==> src/rtl/cntn_ud.sv <==
// cntn_ud: N-bit up/down event/timer counter with a runtime terminal limit,
// parallel load, wrap-or-saturate bound handling, combinational terminal
// count, a registered wrap pulse and a sticky overflow flag.
module cntn_ud #(
    parameter int N = 10
) (
    input  logic         clk,
    input  logic         res_n,
    input  logic         enable,
    input  logic         clear,
    input  logic         load,
    input  logic [N-1:0] load_val,
    input  logic         dir,
    input  logic [N-1:0] limit,
    input  logic         sat,
    output logic [N-1:0] cnt_out,
    output logic         tc,
    output logic         wrap_o,
    output logic         ovf
);

    logic [N-1:0] cnt_q, cnt_d;
    logic         wrap_q, wrap_d;
    logic         ovf_q, ovf_d;

    // Bound conditions for the current direction. The up bound uses >= so a
    // count loaded above the limit is treated as already at the bound.
    logic at_top;
    logic at_bottom;

    assign at_top    = (cnt_q >= limit);
    assign at_bottom = (cnt_q == '0);

    // Next-state selection with priority clear > load > enable.
    always_comb begin
        cnt_d  = cnt_q;
        wrap_d = 1'b0;
        ovf_d  = ovf_q;
        if (clear) begin
            cnt_d  = '0;
            ovf_d  = 1'b0;
        end else if (load) begin
            // Loaded value is taken as-is, even when above the limit.
            cnt_d  = load_val;
        end else if (enable) begin
            if (dir) begin
                if (!at_top) begin
                    cnt_d = cnt_q + 1'b1;
                end else if (sat) begin
                    // Hold at the limit, or clamp down if loaded above it.
                    cnt_d = limit;
                    ovf_d = 1'b1;
                end else begin
                    cnt_d  = '0;
                    wrap_d = 1'b1;
                    ovf_d  = 1'b1;
                end
            end else begin
                if (!at_bottom) begin
                    // Decrement also applies when the count sits above the limit.
                    cnt_d = cnt_q - 1'b1;
                end else if (sat) begin
                    cnt_d = '0;
                    ovf_d = 1'b1;
                end else begin
                    cnt_d  = limit;
                    wrap_d = 1'b1;
                    ovf_d  = 1'b1;
                end
            end
        end
    end

    // State register with synchronous active-low reset.
    always_ff @(posedge clk) begin
        if (!res_n) begin
            cnt_q  <= '0;
            wrap_q <= 1'b0;
            ovf_q  <= 1'b0;
        end else begin
            cnt_q  <= cnt_d;
            wrap_q <= wrap_d;
            ovf_q  <= ovf_d;
        end
    end

    // Terminal count: bound reached in the active direction, only while
    // enabled; deliberately not gated by clear or load.
    assign tc      = enable & ((dir & at_top) | (~dir & at_bottom));

    assign cnt_out = cnt_q;
    assign wrap_o  = wrap_q;
    assign ovf     = ovf_q;

endmodule

==> config.mk <==
export PLATFORM = sky130hd
export DESIGN_NAME = cntn_ud
export DESIGN_NICKNAME = d
export VERILOG_FILES = /design/src/rtl/cntn_ud.sv
export SDC_FILE = /design/constraint.sdc
export NUM_CORES = 1
export LEC_CHECK = 0
export ABC_AREA = 1
export BUFFER_PORTS_ARGS = -buffer_cell sky130_fd_sc_hd__buf_2
export CORE_UTILIZATION = 49
export DETAILED_ROUTE_END_ITERATION = 10
export PLACE_DENSITY = 0.76
export SETUP_SLACK_MARGIN = 0.3
export SYNTH_ARGS = -nofsm -noshare
export SYNTH_HDL_FRONTEND = slang
export SYNTH_SLANG_ARGS = --single-unit
==> constraint.sdc <==
create_clock -name clk -period 1.9 [get_ports clk]
set_clock_uncertainty 0.05 [all_clocks]
set_input_delay 0.38 -clock clk [delete_from_list [all_inputs] [get_ports clk]]
set_output_delay 0.38 -clock clk [all_outputs]
set_load 0.005 [all_outputs]
==> flow_summary.json <==
{
  "cts_tree": "done",
  "ys_ff_latch": 12,
  "dr.pass1.iters": 5,
  "synth_top_area_cell": "nand2_1",
  "crit_arrival_ns": 1.73,
  "placementRows": 21,
  "syn_avg_cell_area_sq_um": 5.70,
  "yosysMostFrequentCell": "nand2_1",
  "grt_usage": 0.334,
  "hold_viol_final": 0,
  "drc_errors": 0,
  "initial_utilization": 0.517,
  "min_to": "cnt_out[8]",
  "yosys_warnings": 0,
  "hold_class": "primary input to flop",
  "pin_count": 40,
  "cts_hold_buf": 0,
  "ant_nets": 0,
  "relSlewSlack": 0.682,
  "place_hpwl_um": 4290,
  "synthTopCellsByCount": "nand2_1 (93), nor2_1 (41), nand3_1 (30)",
  "h-tree-depth": 1,
  "vdd_ir_drop_max_mv": 0.339,
  "grt_use_met3": 0.0441,
  "routedWlPerCell_um": 15.0,
  "syn_area_sq_um": 1740,
  "clock.fmax_mhz": 463,
  "n_antenna_cell": 0,
  "fin_ws_ns": -0.260,
  "use_met1": 0.416,
  "min_period_over_period": 1.14,
  "post-place-ws_ns": -0.0397,
  "drive_gt1_frac": 0.425,
  "async_flop_share": 0,
  "finalMaxSlewViolations": 0,
  "rsz0062_at_grt": "yes",
  "yosysSeqAreaShare": 0.138,
  "ff2ff_setup_slack_ns": 0,
  "grt_pass1_wl_um": 9140,
  "nNetsFinal": 422,
  "postSynthCellCount": 305,
  "wl_um": 6430,
  "r2r_end": "ovf",
  "synth_edf_count": 0,
  "antenna_found_initial": 0,
  "grt_util_met2": 0.564,
  "die_h_um": 61.6,
  "area_growth_pct": 51.5,
  "crit_path_end_kind": "output pin",
  "clockBufferDepth": 2,
  "ys.flop_type": "dfxtp_1",
  "vias": 2407,
  "dieWidth_um": 61.6,
  "ys_types": 29,
  "reg2reg_depth": 14,
  "failed_checks": "setup timing",
  "synth_top_area_frac": 0.201,
  "setup_viol": 2,
  "min-delay-start": "clear",
  "crit_fanout": 3,
  "min_path_cells": 4,
  "worstSetupStartpointType": "flop",
  "period_needed_ns": 2.16,
  "crit_required_ns": 1.47,
  "hold_slack_ns": 0.330,
  "place_congestion": 0.908,
  "first_iter_violations": 176,
  "syn_nets": 345,
  "clkLatencyLatePin_ns": 0.31,
  "design.core.area_sq_um": 3360,
  "status": "finished with violations",
  "grt_overflow": 0,
  "port_buffers": 39,
  "path_clk_slew_ns": 0.11,
  "viasPerCell": 5.64,
  "cts-root-buf": "clkbuf_4",
  "synth_area_leaders": "nand2_1 (20%), dfxtp_1 (14%), ha_1 (9.4%)",
  "power_density_nw_per_um2": 469,
  "die_area_sq_um": 3790,
  "grt_max_degree": 15,
  "cts_buffers": 3,
  "p_leak_nw": 1.34,
  "cap_violations": 0,
  "cts.sinks": 12,
  "worst_slew_pin_slew_ns": 0.477,
  "busiest_layer": "met2",
  "critPathKind": "flop to output pin",
  "grt_pass1_vias": 2066,
  "rr_startpoint": "cnt_out[3]"
}
[report_power, final]
part | switching, mW | internal (mW) | leakage, nW
Clock | 0.130 | 0.117 | 0.0210
Sequential | 0.0190 | 0.264 | 0.103
Combinational | 0.399 | 0.305 | 1.22
[repair_timing]
item                                    in CTS  in global routing
pin swaps                                   11                 13
gates cloned                                 0                  0
gates resized for setup                     23                 24
buffers inserted                            11                  3
endpoints found under the setup margin      13                 14
[flip-flops by register name, summed over array words and instances, names as in the netlist]
register  flops
ovf           1
wrap_o        1
cnt_out      10
[worst max-delay path, stage by stage, from the launching register on]
cell and delay, ns:
dfxtp_4 0.38, ha_4 0.27, nand2_1 0.07, nand2_1 0.08, nand2_1 0.07, nand2_2 0.08, nand2_2 0.07, nand3_4 0.10
nor2_4 0.05, nor2_4 0.13, buf_2 0.12
[cells by family after synthesis]
group / after synthesis / share of synthesized area
AOI/OAI and AO/OA: 36 / 0.110
DFF: 12 / 0.138
and+or+nand+nor: 192 / 0.510
adders and majority gates: 13 / 0.0936
xor gates and xnor gates: 7 / 0.0353
buffers and inverters: 45 / 0.112
[worst max-delay path by stage]
stage / start / endpoint / slack [ns] / cells past startpoint
global route: cnt_out[3] / tc / -0.34 / 10
detailed placement: limit[5] / cnt_out[2] / -0.04 / 15
finish: cnt_out[3] / tc / -0.26 / 10
CTS: cnt_out[0] / tc / -0.16 / 11
floorplan: cnt_out[0] / tc / 0.20 / 10
global placement: limit[9] / tc / -0.02 / 10
[stage by stage]
step / cells / setup TNS [ns] / cell area [sq um] / util / power (mW)
finish: 427 / -0.264 / 2630 / 0.783 / 1.23
global route: 427 / -0.922 / 2630 / 0.783 / 1.30
CTS: 424 / -0.156 / 2530 / 0.753 / 1.14
detailed placement: 409 / -0.178 / 2320 / 0.689 / 0.866
global placement: 409 / -0.0204 / 2320 / 0.689 / 0.856
floorplan: 305 / 0 / 1910 / - / 0.688
[metal layers]
layer,wire [um],share of wire
met5,0,0
met4,318,0.049
met3,567,0.088
met2,3030,0.47
met1,2510,0.39
[area by class of cell]
type                            count  area (sq um)
Multi-Input combinational cell    248          1560
Fill cell                         251           731
Clock buffer                        4          36.3
Sequential cell                    12           263
Inverter                           33           138
Tap cell                           46          57.6
Timing Repair Buffer               84           578
[placed cells by master, fill, tap and decap left out, types with 4 or more instances in the layout]
cell	Yosys	final
o21ai_1	6	11
a21oi_1	20	18
dfxtp_2	0	6
inv_1	26	18
nor2_1	41	34
buf_6	2	10
nand2_2	3	8
nand4_1	8	8
buf_2	3	39
xor2_1	6	6
inv_2	5	10
nand2_4	2	7
dfxtp_4	0	4
nand2_1	93	83
nor2_2	4	5
nor2_4	4	10
nand3_1	30	30
buf_4	2	34
a21oi_2	2	4
ha_4	0	11
Note: power is estimated with default switching activity, not from simulation.
